--- src/rtl/power_switch_sequencer.sv ---
// rtl/power_switch_sequencer.sv - segmented power-switch on/off sequencer (optional PSW_ACK_EN: per-segment acknowledge)
module power_switch_sequencer #(
  parameter int NUM_STAGES = 4,
  parameter int DLY_W      = 8
) (
  input  logic                  clk,
  input  logic                  rst_n,
  input  logic                  sleep_req,
  input  logic [DLY_W-1:0]      stage_delay,
`ifdef PSW_ACK_EN
  input  logic [NUM_STAGES-1:0] sw_ack,
`endif
  output logic [NUM_STAGES-1:0] switch_en,
  output logic                  power_good,
  output logic                  busy,
  output logic [1:0]            state
);

  localparam int CW = $clog2(NUM_STAGES + 1);

  typedef enum logic [1:0] {
    S_OFF   = 2'd0,
    S_WAKE  = 2'd1,
    S_ON    = 2'd2,
    S_SLEEP = 2'd3
  } state_t;

  state_t                cur, nxt;
  logic [CW-1:0]         en_cnt, en_nxt;
  logic [DLY_W-1:0]      dly_cnt, dly_nxt, dly_load;
  logic [NUM_STAGES-1:0] therm_nxt;
  logic                  expired;
  logic                  step_ok;
  logic                  acks_all;

  // A programmed delay of zero still spaces segments by one cycle
  assign dly_load = (stage_delay == '0) ? DLY_W'(1) : stage_delay;
  // Counter reaching its last cycle (or parked at 0 waiting for an ack)
  assign expired  = (dly_cnt <= DLY_W'(1));

`ifdef PSW_ACK_EN
  // Wake steps wait for the most recently enabled segment to report on
  assign step_ok  = sw_ack[en_cnt - CW'(1)];
  assign acks_all = &sw_ack;
`else
  assign step_ok  = 1'b1;
  assign acks_all = 1'b1;
`endif

  assign state = cur;

  // Next-state, segment count and delay counter decisions
  always_comb begin
    nxt     = cur;
    en_nxt  = en_cnt;
    dly_nxt = dly_cnt;
    case (cur)
      S_OFF: begin
        en_nxt  = '0;
        dly_nxt = '0;
        if (!sleep_req) begin
          nxt     = S_WAKE;
          en_nxt  = CW'(1);
          dly_nxt = dly_load;
        end
      end
      S_WAKE: begin
        if (sleep_req) begin
          // Reversal: direction flips, segment count holds
          nxt     = S_SLEEP;
          dly_nxt = dly_load;
        end else if (expired && step_ok) begin
          if (en_cnt < CW'(NUM_STAGES)) begin
            en_nxt  = en_cnt + CW'(1);
            dly_nxt = dly_load;
          end else begin
            nxt     = S_ON;
            dly_nxt = '0;
          end
        end else if (expired) begin
          dly_nxt = '0;
        end else begin
          dly_nxt = dly_cnt - DLY_W'(1);
        end
      end
      S_ON: begin
        dly_nxt = '0;
        if (sleep_req) begin
          en_nxt = en_cnt - CW'(1);
          if (en_cnt <= CW'(1)) begin
            nxt    = S_OFF;
            en_nxt = '0;
          end else begin
            nxt     = S_SLEEP;
            dly_nxt = dly_load;
          end
        end
      end
      S_SLEEP: begin
        if (!sleep_req) begin
          nxt     = S_WAKE;
          dly_nxt = dly_load;
          if (en_cnt == '0) en_nxt = CW'(1);
        end else if (expired) begin
          if (en_cnt <= CW'(1)) begin
            nxt     = S_OFF;
            en_nxt  = '0;
            dly_nxt = '0;
          end else begin
            en_nxt  = en_cnt - CW'(1);
            dly_nxt = dly_load;
          end
        end else begin
          dly_nxt = dly_cnt - DLY_W'(1);
        end
      end
      default: begin
        nxt     = S_OFF;
        en_nxt  = '0;
        dly_nxt = '0;
      end
    endcase
  end

  // Thermometer code of the next segment count: bits below en_nxt conduct
  always_comb begin
    therm_nxt = '0;
    for (int i = 0; i < NUM_STAGES; i++) begin
      therm_nxt[i] = (en_nxt > CW'(i));
    end
  end

  // State register with registered outputs; reset drops every segment at once
  always_ff @(posedge clk or negedge rst_n) begin
    if (!rst_n) begin
      cur        <= S_OFF;
      en_cnt     <= '0;
      dly_cnt    <= '0;
      switch_en  <= '0;
      power_good <= 1'b0;
      busy       <= 1'b0;
    end else begin
      cur        <= nxt;
      en_cnt     <= en_nxt;
      dly_cnt    <= dly_nxt;
      switch_en  <= therm_nxt;
      power_good <= (nxt == S_ON) && acks_all;
      busy       <= (nxt == S_WAKE) || (nxt == S_SLEEP);
    end
  end

endmodule
--- config.mk ---
export PLATFORM = sky130hd
export DESIGN_NAME = power_switch_sequencer
export DESIGN_NICKNAME = d
export VERILOG_FILES = /design/src/rtl/power_switch_sequencer.sv
export SDC_FILE = /design/constraint.sdc
export NUM_CORES = 1
export LEC_CHECK = 0
export ABC_CLOCK_PERIOD_IN_PS = 3200
export BUFFER_PORTS_ARGS = -buffer_cell sky130_fd_sc_hd__buf_2
export CAP_MARGIN = 20
export CORE_MARGIN = 4
export CORE_UTILIZATION = 59
export CTS_CLUSTER_SIZE = 14
export DETAILED_ROUTE_END_ITERATION = 12
export HOLD_SLACK_MARGIN = 0.02
export PLACE_DENSITY = 0.95
export RECOVER_POWER = 100
export SLEW_MARGIN = 20
export SYNTH_ARGS = -nofsm -noshare
export SYNTH_HDL_FRONTEND = slang
export SYNTH_SLANG_ARGS = --single-unit
--- constraint.sdc ---
create_clock -name clk -period 3.2 [get_ports clk]
set_clock_uncertainty 0.15 [all_clocks]
set_input_delay 0.16 -clock clk [delete_from_list [all_inputs] [get_ports clk]]
set_output_delay 0.16 -clock clk [all_outputs]
set_load 0.005 [all_outputs]
# [After elaboration in Yosys (flattened, before gate mapping)]
# Index checks and enable logic that the tools add are counted.
[totals] ff_bits=19 input_bits=11 output_inout_bits=8 elab_cells=56
[classes] addsub=3 magnitude_cmp=7 n_eq_ne=6 muxes=30 reduce_logical=4
[op_table] cell="$mux W8" n=9
[op_table] cell="$pmux W8 S4" n=1
[op_table] cell="$mux W3" n=8
[op_table] cell="$mux W2" n=9
[op_table] cell="$pmux W3 S4" n=1
[op_table] cell="$eq A2 B2 Y1 const B" n=4
[op_table] cell="$le A8 B1 Y1 const B" n=1
[op_table] cell="$logic_not A8 Y1" n=1
[op_table] cell="$pmux W2 S4" n=1
[op_table] cell="$sub A8 B1 Y8 const B" n=1
[op_table] cell="$gt A3 B1 Y1 const B" n=2
[op_table] cell="$gt A3 B2 Y1 const B" n=2
[op_table] cell="$eq A2 B1 Y1 const B" n=2
[op_table] cell="$add A3 B1 Y3 const B" n=1
[op_table] cell="$le A3 B1 Y1 const B" n=1
[op_table] cell="$logic_not A3 Y1" n=1
[op_table] cell="$lt A3 B3 Y1 const B" n=1
[op_table] cell="$sub A3 B1 Y3 const B" n=1
[op_table] cell="$logic_not A2 Y1" n=1
[op_table] cell="$logic_or A1 B1 Y1" n=1
[op_table] cell="$mux W1" n=1

# [Depth between registers and ports, before layout]
# Gate-level depths: netlist of the first run.
[logic_depth] word_depth=7 mapped_depth=7 ltp_nobuf=7

# [Worst setup path before layout of the first run]
# OpenSTA, ideal clock, no wires.
[synth_timing] path_type="register -> register" start="reg dly_cnt[7]" end="reg switch_en[0]" setup_time_ns=0.149 arrival_ns=1.747 t_required_ns=2.901 slack_ns=1.154 stages_incl_launch_ff=6 n_path_buf=0 period_less_slack_ns=2.046 cell_sequence="dfrtp_1 -> or4_4 -> o31ai_4 -> a31oi_1 -> a211oi_2 -> nand4_1"
[synth_between] elab_chain_len=5 word_cells_on_any_way=7 classes_between="2 x order compare; 5 x mux"
[synth_rtl] item="from (decl)" line_no="30" text="logic [DLY_W-1:0] dly_cnt, dly_nxt, dly_load;"
[synth_rtl] item="from (signal assigned)" line_no="145" text="dly_cnt <= dly_nxt;"
[synth_rtl] item="$le A8 B1 Y1 *" line_no="39" text="assign expired = (dly_cnt <= DLY_W'(1));"
[synth_rtl] item="$mux W3 (on tied branches)" line_no="104, 72"
[synth_rtl] item="$mux W3 (on tied branches)" line_no="100, 68"
[synth_rtl] item="$pmux W3 S4 *" line_no="57" text="case (cur)"
[synth_rtl] item="$gt A3 B1 Y1 *" line_no="129" text="therm_nxt[i] = (en_nxt > CW'(i));"
[synth_rtl] item="via therm_nxt[0]" line_no="31" text="logic [NUM_STAGES-1:0] therm_nxt;"
[synth_rtl] item="to (signal assigned)" line_no="146" text="switch_en <= therm_nxt;"
[synth_rtl] item="to (decl)" line_no="13" text="output logic [NUM_STAGES-1:0] switch_en,"
# Mark *: on every way through the listed nets, which the timed path passes. The rest lies on a longest branch.

# [Worst setup path after layout of the first run]
[layout_timing] start="reg dly_cnt[7]" end="reg dly_cnt[6]"
[layout_between] elab_chain_len=4 word_cells_on_any_way=6 classes_between="1 x order compare; 5 x mux"
[layout_rtl] item="$le A8 B1 Y1 *" line_no="39"
[layout_rtl] item="$mux W8 (on tied branches)" line_no="104, 72"
[layout_rtl] item="$mux W8 (on tied branches)" line_no="100, 68"
[layout_rtl] item="$pmux W8 S4 *" line_no="57"
[layout_rtl] item="via dly_nxt[6]" line_no="30"
# Marked as above.

==> results of run 1 <==
-- layer usage --
layer  GRT usage (%)  up-vias  share of wire (%)
met4            5.96        0                1.3
met5               0        -                  0
met2            40.1       67                 49
met3            3.42        8                9.2
met1            31.4      513                 41
li1                -      490                  -
-- worst max-delay path, stage by stage (launching register included) --
cell	delay, ns
dfrtp_1	0.41
or4_1	0.67
nor3_1	0.56
a211oi_1	0.22
a211oi_4	0.39
o2bb2ai_1	0.18
-- cells by family (layout without fill, tap and decap cells) --
family | after synthesis | count (layout) | share of synthesized area (%)
AO/OA/AOI/OAI | 35 | 35 | 25.5
buffers and inverters | 15 | 40 | 5.10
flip-flops | 18 | 18 | 38.2
adder cells (fa/ha/maj) | 6 | 6 | 6.37
XOR/XNOR | 6 | 6 | 4.46
AND/OR/NAND/NOR | 42 | 42 | 20.4
-- power breakdown --
group	switching (mW)	leakage [nW]	internal (mW)
Clock	0.0756	0.0210	0.0694
Sequential	0.109	0.223	0.315
Combinational	0.307	0.382	0.233
Total	0.492	0.625	0.616
-- registers in the layout (all words and copies together) (netlist names) --
register    cells
en_cnt          3
power_good      1
dly_cnt         8
switch_en       4
state           2
-- layout by cell type (no fill, tap or decap), types with 4 or more instances in the layout --
master / synthesis / routed
ha_1: 6 / 6
clkbuf_1: 5 / 6
o21ai_0: 4 / 5
nor2_1: 4 / 4
buf_2: 0 / 12
dfrtp_1: 18 / 18
o2bb2ai_1: 9 / 9
xnor2_1: 5 / 5
nor3_1: 4 / 5
inv_1: 9 / 9
dlygate4sd3_1: 0 / 9
nand2_1: 8 / 8
nor2b_1: 4 / 4
-- worst max-delay path by stage --
stage	to	depth (start not counted)	startpoint
after floorplan	switch_en[0]$_DFF_PN0_	5	dly_cnt[7]$_DFF_PN0_
after global routing	switch_en[2]$_DFF_PN0_	7	dly_cnt[0]$_DFF_PN0_
final	dly_cnt[6]$_DFF_PN0_	5	dly_cnt[7]$_DFF_PN0_
after global placement	switch_en[0]$_DFF_PN0_	7	dly_cnt[0]$_DFF_PN0_
after CTS	switch_en[0]$_DFF_PN0_	5	dly_cnt[7]$_DFF_PN0_
after detailed placement	switch_en[0]$_DFF_PN0_	5	dly_cnt[7]$_DFF_PN0_
-- final cells by class --
| type | count | share of cell area (%) |
|---|---|---|
| flip-flops and latches | 18 | 32.8 |
| multi-input cells | 89 | 47.3 |
| repair buffers | 27 | 12.6 |
| clock buffers | 4 | 2.64 |
| inverters | 9 | 2.46 |
| well taps | 25 | 2.28 |
-- metrics by stage --
| step | hold WS, ns | instances |
|---|---|---|
| after floorplan | -0.286 | 122 |
| after global placement | -0.0557 | 159 |
| after detailed placement | -0.0479 | 159 |
| after CTS | 0.0772 | 172 |
| after global routing | 0.102 | 172 |
| final | 0.0855 | 172 |
==> results.py, run 1 <==
metrics = {
    "cells_and_area": {
        "finalInstanceArea_um2": 1370,
        "antenna_cells": 0,
        "multiInputGateArea_um2": 649,
        "fin_util_pct": 76.3,
        "seqCellArea_um2": 450,
        "area_growth_pct": 16.6,
        "drive_gt1_share_pct": 17.0,
        "n_fill_cell": 129,
        "fin_nets": 165,
    },
    "setup_path": {
        "rr_endpoint": "dly_cnt[6]$_DFF_PN0_",
        "cp.required_ns": 3.27,
        "critPathCaptureType": "flop",
        "worst-path-max-fanout": 8,
        "crit_type": "reg2reg",
        "reg2reg_slack_ns": 0.54,
        "start_kind": "flop",
        "reg2reg_depth": 5,
        "rr_startpoint": "dly_cnt[7]$_DFF_PN0_",
        "arrival_ns": 2.73,
    },
    "yosys": {
        "syn-num-nets": 139,
        "synth_edf_count": 0,
        "async_flop_share_pct": 100,
        "synth_ff_type": "dfrtp_1",
        "yosys.area.top_type_share_pct": 38.2,
        "syn_area_per_cell_um2": 9.66,
        "synth_commonest_cells": "18 x dfrtp_1, 9 x inv_1, 9 x o2bb2ai_1",
        "syn_inst": 122,
        "yosysSeqAreaShare_pct": 38.2,
        "synth_top_cells_by_area": "dfrtp_1 38%, o2bb2ai_1 6.7%, ha_1 6.4%",
        "mappedNetlistArea_um2": 1180,
        "synth_most_common_cell": "dfrtp_1",
        "netlist.top_cell.by_area": "dfrtp_1",
        "yosysWarnings": 0,
        "ys_ff_latch": 18,
        "netlist-cell-type-count": 43,
    },
    "sta": {
        "setup_tns_ns": 0,
        "fin_crit_sh_pct": 83.0,
        "setup_viol": 0,
        "setup_ws_ns": 0.544,
        "relSlewSlack_pct": 38.8,
        "tightest_slew_ns": 0.918,
        "hold_viol": 0,
        "fmax_mhz": 376,
        "report.final.slew_viol_count": 0,
        "rsz0062_at_grt": "no",
        "fin_crit_ns": 2.66,
    },
    "die": {
        "die-area_um2": 2780,
        "die_w_um": 52.7,
        "rows": 15,
        "io_pins": 19,
        "core_um2": 1800,
        "fp.dieH_um": 52.7,
        "start_util_pct": 65.4,
    },
    "placed_design": {
        "dp_hpwl_um": 1940,
        "port_buffers": 18,
        "place.gp.congestion": 0.864,
        "dp_slack_ns": 0.950,
        "placed_area_um2": 1270,
    },
    "global_route": {
        "grt_overflow": 0,
        "antenna_found_initial": 0,
        "gr-usage-all-layers_pct": 23.7,
        "grt_pass1_wl_um": 4810,
        "grt_max_degree": 19,
        "grt_pass1_vias": 1020,
    },
    "hold_path": {
        "hp-start": "sleep_req",
        "holdPathStages": 2,
        "hold_class": "in2reg",
        "whs_endpoint": "state[0]$_DFF_PN0_",
    },
    "route": {
        "drtPass1Iterations": 4,
        "dr.first_iter.drc_count": 88,
        "drc": 0,
        "drt_wl_total_um": 2960,
        "drt-vias-per-instance": 6.27,
        "wire_per_inst_um": 17.2,
        "postRouteAntennaNets": 0,
        "vias": 1078,
    },
    "outcome": {
        "run_status": "complete, no violations",
    },
    "clocking": {
        "cts_max_path_buffers": 2,
        "hold_buffers": 9,
        "numCtsBuffers": 3,
        "htreeDepth": 1,
        "cts_setup_buffers": 0,
        "numClockSinks": 18,
        "clock-root-buffer": "clkbuf_4",
        "clkLatencyLatePin_ns": 0.30,
        "cts_tree": "built",
        "cts_resized": 0,
        "clkTransAtPathRegs_ns": 0.11,
    },
    "pwr": {
        "leakagePower_nw": 0.625,
        "power_mw": 1.11,
        "powerDensity_nw_per_um2": 806,
        "peakVddDrop_uv": 539,
    },
    "job": {
        "maxCapViolations": 0,
    },
}
Power figures use the tool's default switching activity.
==> run 2: changes to the inputs <==
--- a/config.mk
+++ b/config.mk
@@ -5,15 +5,15 @@
 export SDC_FILE = /design/constraint.sdc
 export NUM_CORES = 1
 export LEC_CHECK = 0
-export ABC_CLOCK_PERIOD_IN_PS = 3200
+export ABC_CLOCK_PERIOD_IN_PS = 2700
 export BUFFER_PORTS_ARGS = -buffer_cell sky130_fd_sc_hd__buf_2
 export CAP_MARGIN = 20
 export CORE_MARGIN = 4
-export CORE_UTILIZATION = 59
+export CORE_UTILIZATION = 55
 export CTS_CLUSTER_SIZE = 14
 export DETAILED_ROUTE_END_ITERATION = 12
 export HOLD_SLACK_MARGIN = 0.02
-export PLACE_DENSITY = 0.95
+export PLACE_DENSITY = 0.9
 export RECOVER_POWER = 100
 export SLEW_MARGIN = 20
 export SYNTH_ARGS = -nofsm -noshare
==> constraint.sdc (replaced) <==
create_clock -name clk -period 2.7 [get_ports clk]
set_clock_uncertainty 0.15 [all_clocks]
set_input_delay 0.135 -clock clk [delete_from_list [all_inputs] [get_ports clk]]
set_output_delay 0.135 -clock clk [all_outputs]
set_load 0.005 [all_outputs]
==> results.py, run 2 (synthesis results as in run 1) <==
metrics = {
    "route": {
        "wire_per_inst_um": 14.8,
        "postRouteAntennaNets": 0,
        "drc": 0,
        "vias": 997,
        "drt-vias-per-instance": 5.73,
        "drt_wl_total_um": 2580,
        "drtPass1Iterations": 4,
        "dr.first_iter.drc_count": 16,
    },
    "global_route": {
        "grt_pass1_wl_um": 4350,
        "grt_overflow": 0,
        "antenna_found_initial": 0,
        "grt_max_degree": 19,
        "gr-usage-all-layers_pct": 20.8,
        "grt_pass1_vias": 982,
    },
    "hold_path": {
        "holdPathStages": 2,
        "hold_class": "in2reg",
    },
    "clocking": {
        "htreeDepth": 1,
        "numCtsBuffers": 3,
        "numClockSinks": 18,
        "cts_resized": 0,
        "cts_max_path_buffers": 2,
        "clock-root-buffer": "clkbuf_4",
        "clkTransAtPathRegs_ns": 0.11,
        "clkLatencyLatePin_ns": 0.30,
        "cts_tree": "built",
    },
    "die": {
        "die_w_um": 54.3,
        "io_pins": 19,
        "rows": 16,
        "die-area_um2": 2950,
        "start_util_pct": 58.9,
        "core_um2": 2000,
        "fp.dieH_um": 54.3,
    },
    "sta": {
        "setup_viol": 0,
        "fin_crit_ns": 2.40,
        "hold_viol": 0,
        "holdWs_ns": 0.0472,
        "fmax_mhz": 417,
        "report.final.slew_viol_count": 0,
        "relSlewSlack_pct": 36.7,
        "rsz0062_at_grt": "no",
        "setup_tns_ns": 0,
        "tightest_slew_ns": 0.949,
        "fin_crit_sh_pct": 88.7,
    },
    "setup_path": {
        "cp.required_ns": 2.76,
        "worst-path-max-fanout": 8,
        "critPathCaptureType": "flop",
        "arrival_ns": 2.45,
        "reg2reg_depth": 5,
        "crit_type": "reg2reg",
        "start_kind": "flop",
    },
    "cells_and_area": {
        "antenna_cells": 0,
        "finalInstanceArea_um2": 1390,
        "largest_register_ffs": 8,
        "reg_top3": "dly_cnt x8, switch_en x4, en_cnt x3",
        "area_growth_pct": 18.0,
        "n_fill_cell": 154,
        "drive_gt1_share_pct": 19.0,
        "top_register": "dly_cnt",
        "fin_nets": 165,
        "layout_commonest_cell": "dfrtp_1",
        "final_cell_mix": "18 x dfrtp_1, 12 x buf_2, 9 x inv_1, 9 x o2bb2ai_1, 9 x dlygate4sd3_1",
    },
    "placed_design": {
        "dp_hpwl_um": 1790,
        "place.gp.congestion": 0.872,
        "placed_area_um2": 1280,
        "port_buffers": 18,
    },
    "pwr": {
        "leakagePower_nw": 0.625,
        "peakVddDrop_uv": 566,
        "powerDensity_nw_per_um2": 923,
    },
    "job": {
        "maxCapViolations": 0,
    },
    "outcome": {
        "run_status": "complete, no violations",
    },
}
-- run 2: cell count changes in the layout (fill, tap and decap cells not counted), sizes merged --
cell / previous run / this run
buf: 12 / 13
clkbuf: 10 / 9
-- run 2: report_power, final --
part,leakage [nW],total (mW),internal (mW),switching (mW)
clock network,0.0210,0.168,0.0822,0.0858
registers,0.223,0.495,0.373,0.123
logic,0.381,0.621,0.280,0.341
total,0.625,1.28,0.735,0.549
-- run 2: path summary, 6_finish.rpt --
path | slack (ns) | from | end
max in group asynchronous | 1.47 | rst_n | dly_cnt[7]$_DFF_PN0_
worst max-delay path | 0.30 | dly_cnt[6]$_DFF_PN0_ | dly_cnt[5]$_DFF_PN0_
worst min-delay path | 0.05 | sleep_req | power_good$_DFF_PN0_
min in group asynchronous | 0.34 | rst_n | dly_cnt[0]$_DFF_PN0_
worst min register to register | 0.36 | dly_cnt[0]$_DFF_PN0_ | dly_cnt[0]$_DFF_PN0_
worst max register to register | 0.30 | dly_cnt[6]$_DFF_PN0_ | dly_cnt[5]$_DFF_PN0_
-- run 2: final cells by class --
cell class	instances	area [µm²]	area share, %
inverters	9	33.8	2.43
multi-input cells	89	664	47.8
flip-flops and latches	18	450	32.4
clock buffers	4	36.3	2.61
repair buffers	27	173	12.4
well taps	27	33.8	2.43
-- run 2: critical path, stage by stage, from the launching register on --
cell,delay (ns)
dfrtp_1,0.42
or4_1,0.61
nor3_2,0.38
a211oi_1,0.20
a211oi_4,0.36
o2bb2ai_1,0.19
-- run 2: timing repair --
action | in CTS | in global routing
endpoints found under the hold margin | 26 | 0
buffers inserted | 0 | 0
hold buffers | 9 | 0
-- run 2: metrics by stage --
step	setup WS (ns)	power (mW)	utilization, %	instances
finish	0.305	1.28	69.5	174
global route	0.175	1.39	69.5	174
CTS	0.410	1.29	70.1	174
detailed placement	0.424	1.11	63.7	161
global placement	0.464	1.08	63.7	161
floorplan	0.654	0.958	-	122
-- run 2: per-layer routing --
metal	track usage [%]	routed length, µm	share of wire [%]	vias up
met3	3.54	75	2.9	4
met1	25.0	1160	45	484
met5	0	0	0	-
li1	-	-	-	488
met4	6.22	20	0.78	0
met2	37.5	1320	51	21
==> run 3: changes to the inputs <==
--- a/config.mk
+++ b/config.mk
@@ -13,7 +13,7 @@
 export CTS_CLUSTER_SIZE = 14
 export DETAILED_ROUTE_END_ITERATION = 12
 export HOLD_SLACK_MARGIN = 0.02
-export PLACE_DENSITY = 0.9
+export PLACE_DENSITY = 0.78
 export RECOVER_POWER = 100
 export SLEW_MARGIN = 20
 export SYNTH_ARGS = -nofsm -noshare
==> results.py, run 3 (synthesis results as in run 1) <==
metrics = {
    "die": {
        "die-area_um2": 2950,
        "io_pins": 19,
        "core_um2": 2000,
        "rows": 16,
        "start_util_pct": 58.9,
        "fp.dieH_um": 54.3,
        "die_w_um": 54.3,
    },
    "global_route": {
        "grt_pass1_vias": 1015,
        "grt_overflow": 0,
        "antenna_found_initial": 0,
        "grt_max_degree": 19,
        "gr-usage-all-layers_pct": 21.6,
        "grt_pass1_wl_um": 4490,
    },
    "hold_path": {
        "hp-start": "sleep_req",
        "hold_class": "in2reg",
    },
    "route": {
        "drtPass1Iterations": 4,
        "drc": 0,
        "wire_per_inst_um": 15.4,
        "drt-vias-per-instance": 5.68,
        "dr.first_iter.drc_count": 29,
        "drt_wl_total_um": 2670,
        "postRouteAntennaNets": 0,
        "vias": 989,
    },
    "clocking": {
        "numClockSinks": 18,
        "hold_buffers": 9,
        "htreeDepth": 1,
        "cts_setup_buffers": 0,
        "cts_resized": 0,
        "cts_max_path_buffers": 2,
        "cts_tree": "built",
        "clock-root-buffer": "clkbuf_4",
        "clkTransAtPathRegs_ns": 0.11,
        "clkLatencyLatePin_ns": 0.30,
        "numCtsBuffers": 3,
    },
    "pwr": {
        "powerDensity_nw_per_um2": 923,
        "leakagePower_nw": 0.633,
        "peakVddDrop_uv": 604,
        "power_mw": 1.28,
    },
    "sta": {
        "tightest_slew_ns": 0.958,
        "fin_crit_sh_pct": 90.8,
        "report.final.slew_viol_count": 0,
        "rsz0062_at_grt": "no",
        "relSlewSlack_pct": 36.2,
        "fin_crit_ns": 2.45,
        "fmax_mhz": 408,
        "setup_viol": 0,
        "hold_viol": 0,
        "setup_tns_ns": 0,
    },
    "setup_path": {
        "rr_startpoint": "dly_cnt[6]$_DFF_PN0_",
        "reg2reg_depth": 5,
        "crit_start": "dly_cnt[6]$_DFF_PN0_",
        "start_kind": "flop",
        "arrival_ns": 2.47,
        "rr_endpoint": "switch_en[2]$_DFF_PN0_",
        "reg2reg_slack_ns": 0.25,
        "critPathCaptureType": "flop",
        "endpoint": "switch_en[2]$_DFF_PN0_",
        "crit_type": "reg2reg",
        "worst-path-max-fanout": 7,
        "cp.required_ns": 2.72,
    },
    "cells_and_area": {
        "area_growth_pct": 17.4,
        "reg_top3": "dly_cnt x8, switch_en x4, en_cnt x3",
        "final_cell_mix": "18 x dfrtp_1, 13 x buf_2, 9 x inv_1, 9 x o2bb2ai_1, 9 x dlygate4sd3_1",
        "antenna_cells": 0,
        "top_register": "dly_cnt",
        "largest_register_ffs": 8,
        "fin_nets": 165,
        "layout_commonest_cell": "dfrtp_1",
        "drive_gt1_share_pct": 19.7,
    },
    "placed_design": {
        "port_buffers": 18,
        "dp_hpwl_um": 1850,
        "place.gp.congestion": 0.873,
    },
    "outcome": {
        "run_status": "complete, no violations",
    },
    "job": {
        "maxCapViolations": 0,
    },
}
[run 3: cell counts in the layout (fill, tap and decap cells not counted)]
Identical to the previous run, type by type.
[run 3: area by class of cell]
cell class | count | area (µm²)
inverter | 9 | 33.8
sequential | 18 | 450
tap | 27 | 33.8
timing repair buffer | 27 | 174
fill | 170 | 618
clock buffer | 4 | 36.3
multi-input combinational | 89 | 656
[run 3: layer usage]
metal / global-route usage [%] / wire length [µm] / vias to the layer above
li1: - / - / 489
met1: 25.3 / 1060 / 463
met2: 37.8 / 1440 / 28
met3: 4.09 / 109 / 9
met4: 9.96 / 71 / 0
met5: 0 / 0 / -
[run 3: critical path: stages (launching register included)]
cell      delay (ns)
dfrtp_1         0.42
or4_1           0.59
o31ai_2         0.45
a31oi_1         0.18
a211oi_2        0.39
o21ai_1         0.14
[run 3: through the flow]
stage / utilization [%] / setup WS, ns / hold slack (ns) / area (µm²) / instances
2_1_floorplan: - / 0.654 / -0.311 / 1180 / 122
3_3_place_gp: 63.7 / 0.456 / -0.0717 / 1280 / 161
3_5_place_dp: 63.7 / 0.448 / -0.0660 / 1280 / 161
4_1_cts: 70.1 / 0.425 / 0.0293 / 1400 / 174
5_1_grt: 69.1 / 0.153 / 0.0590 / 1380 / 174
6_report: 69.1 / 0.248 / 0.0337 / 1380 / 174
[run 3: worst min-delay path by stage]
| stage | end | slack [ns] | cells past startpoint |
|---|---|---|---|
| after floorplan | dly_cnt[0]$_DFF_PN0_ | -0.31 | 0 |
| after CTS | power_good$_DFF_PN0_ | 0.03 | 2 |
| final | power_good$_DFF_PN0_ | 0.03 | 2 |
| after global routing | power_good$_DFF_PN0_ | 0.06 | 2 |
| after global placement | dly_cnt[0]$_DFF_PN0_ | -0.07 | 1 |
| after detailed placement | dly_cnt[1]$_DFF_PN0_ | -0.07 | 1 |
[run 3: where the power goes]
part	leakage, nW	switching (mW)	internal, mW	total, mW
combinational	0.389	0.328	0.280	0.607
clock	0.0210	0.0887	0.0824	0.171
sequential	0.223	0.126	0.373	0.498
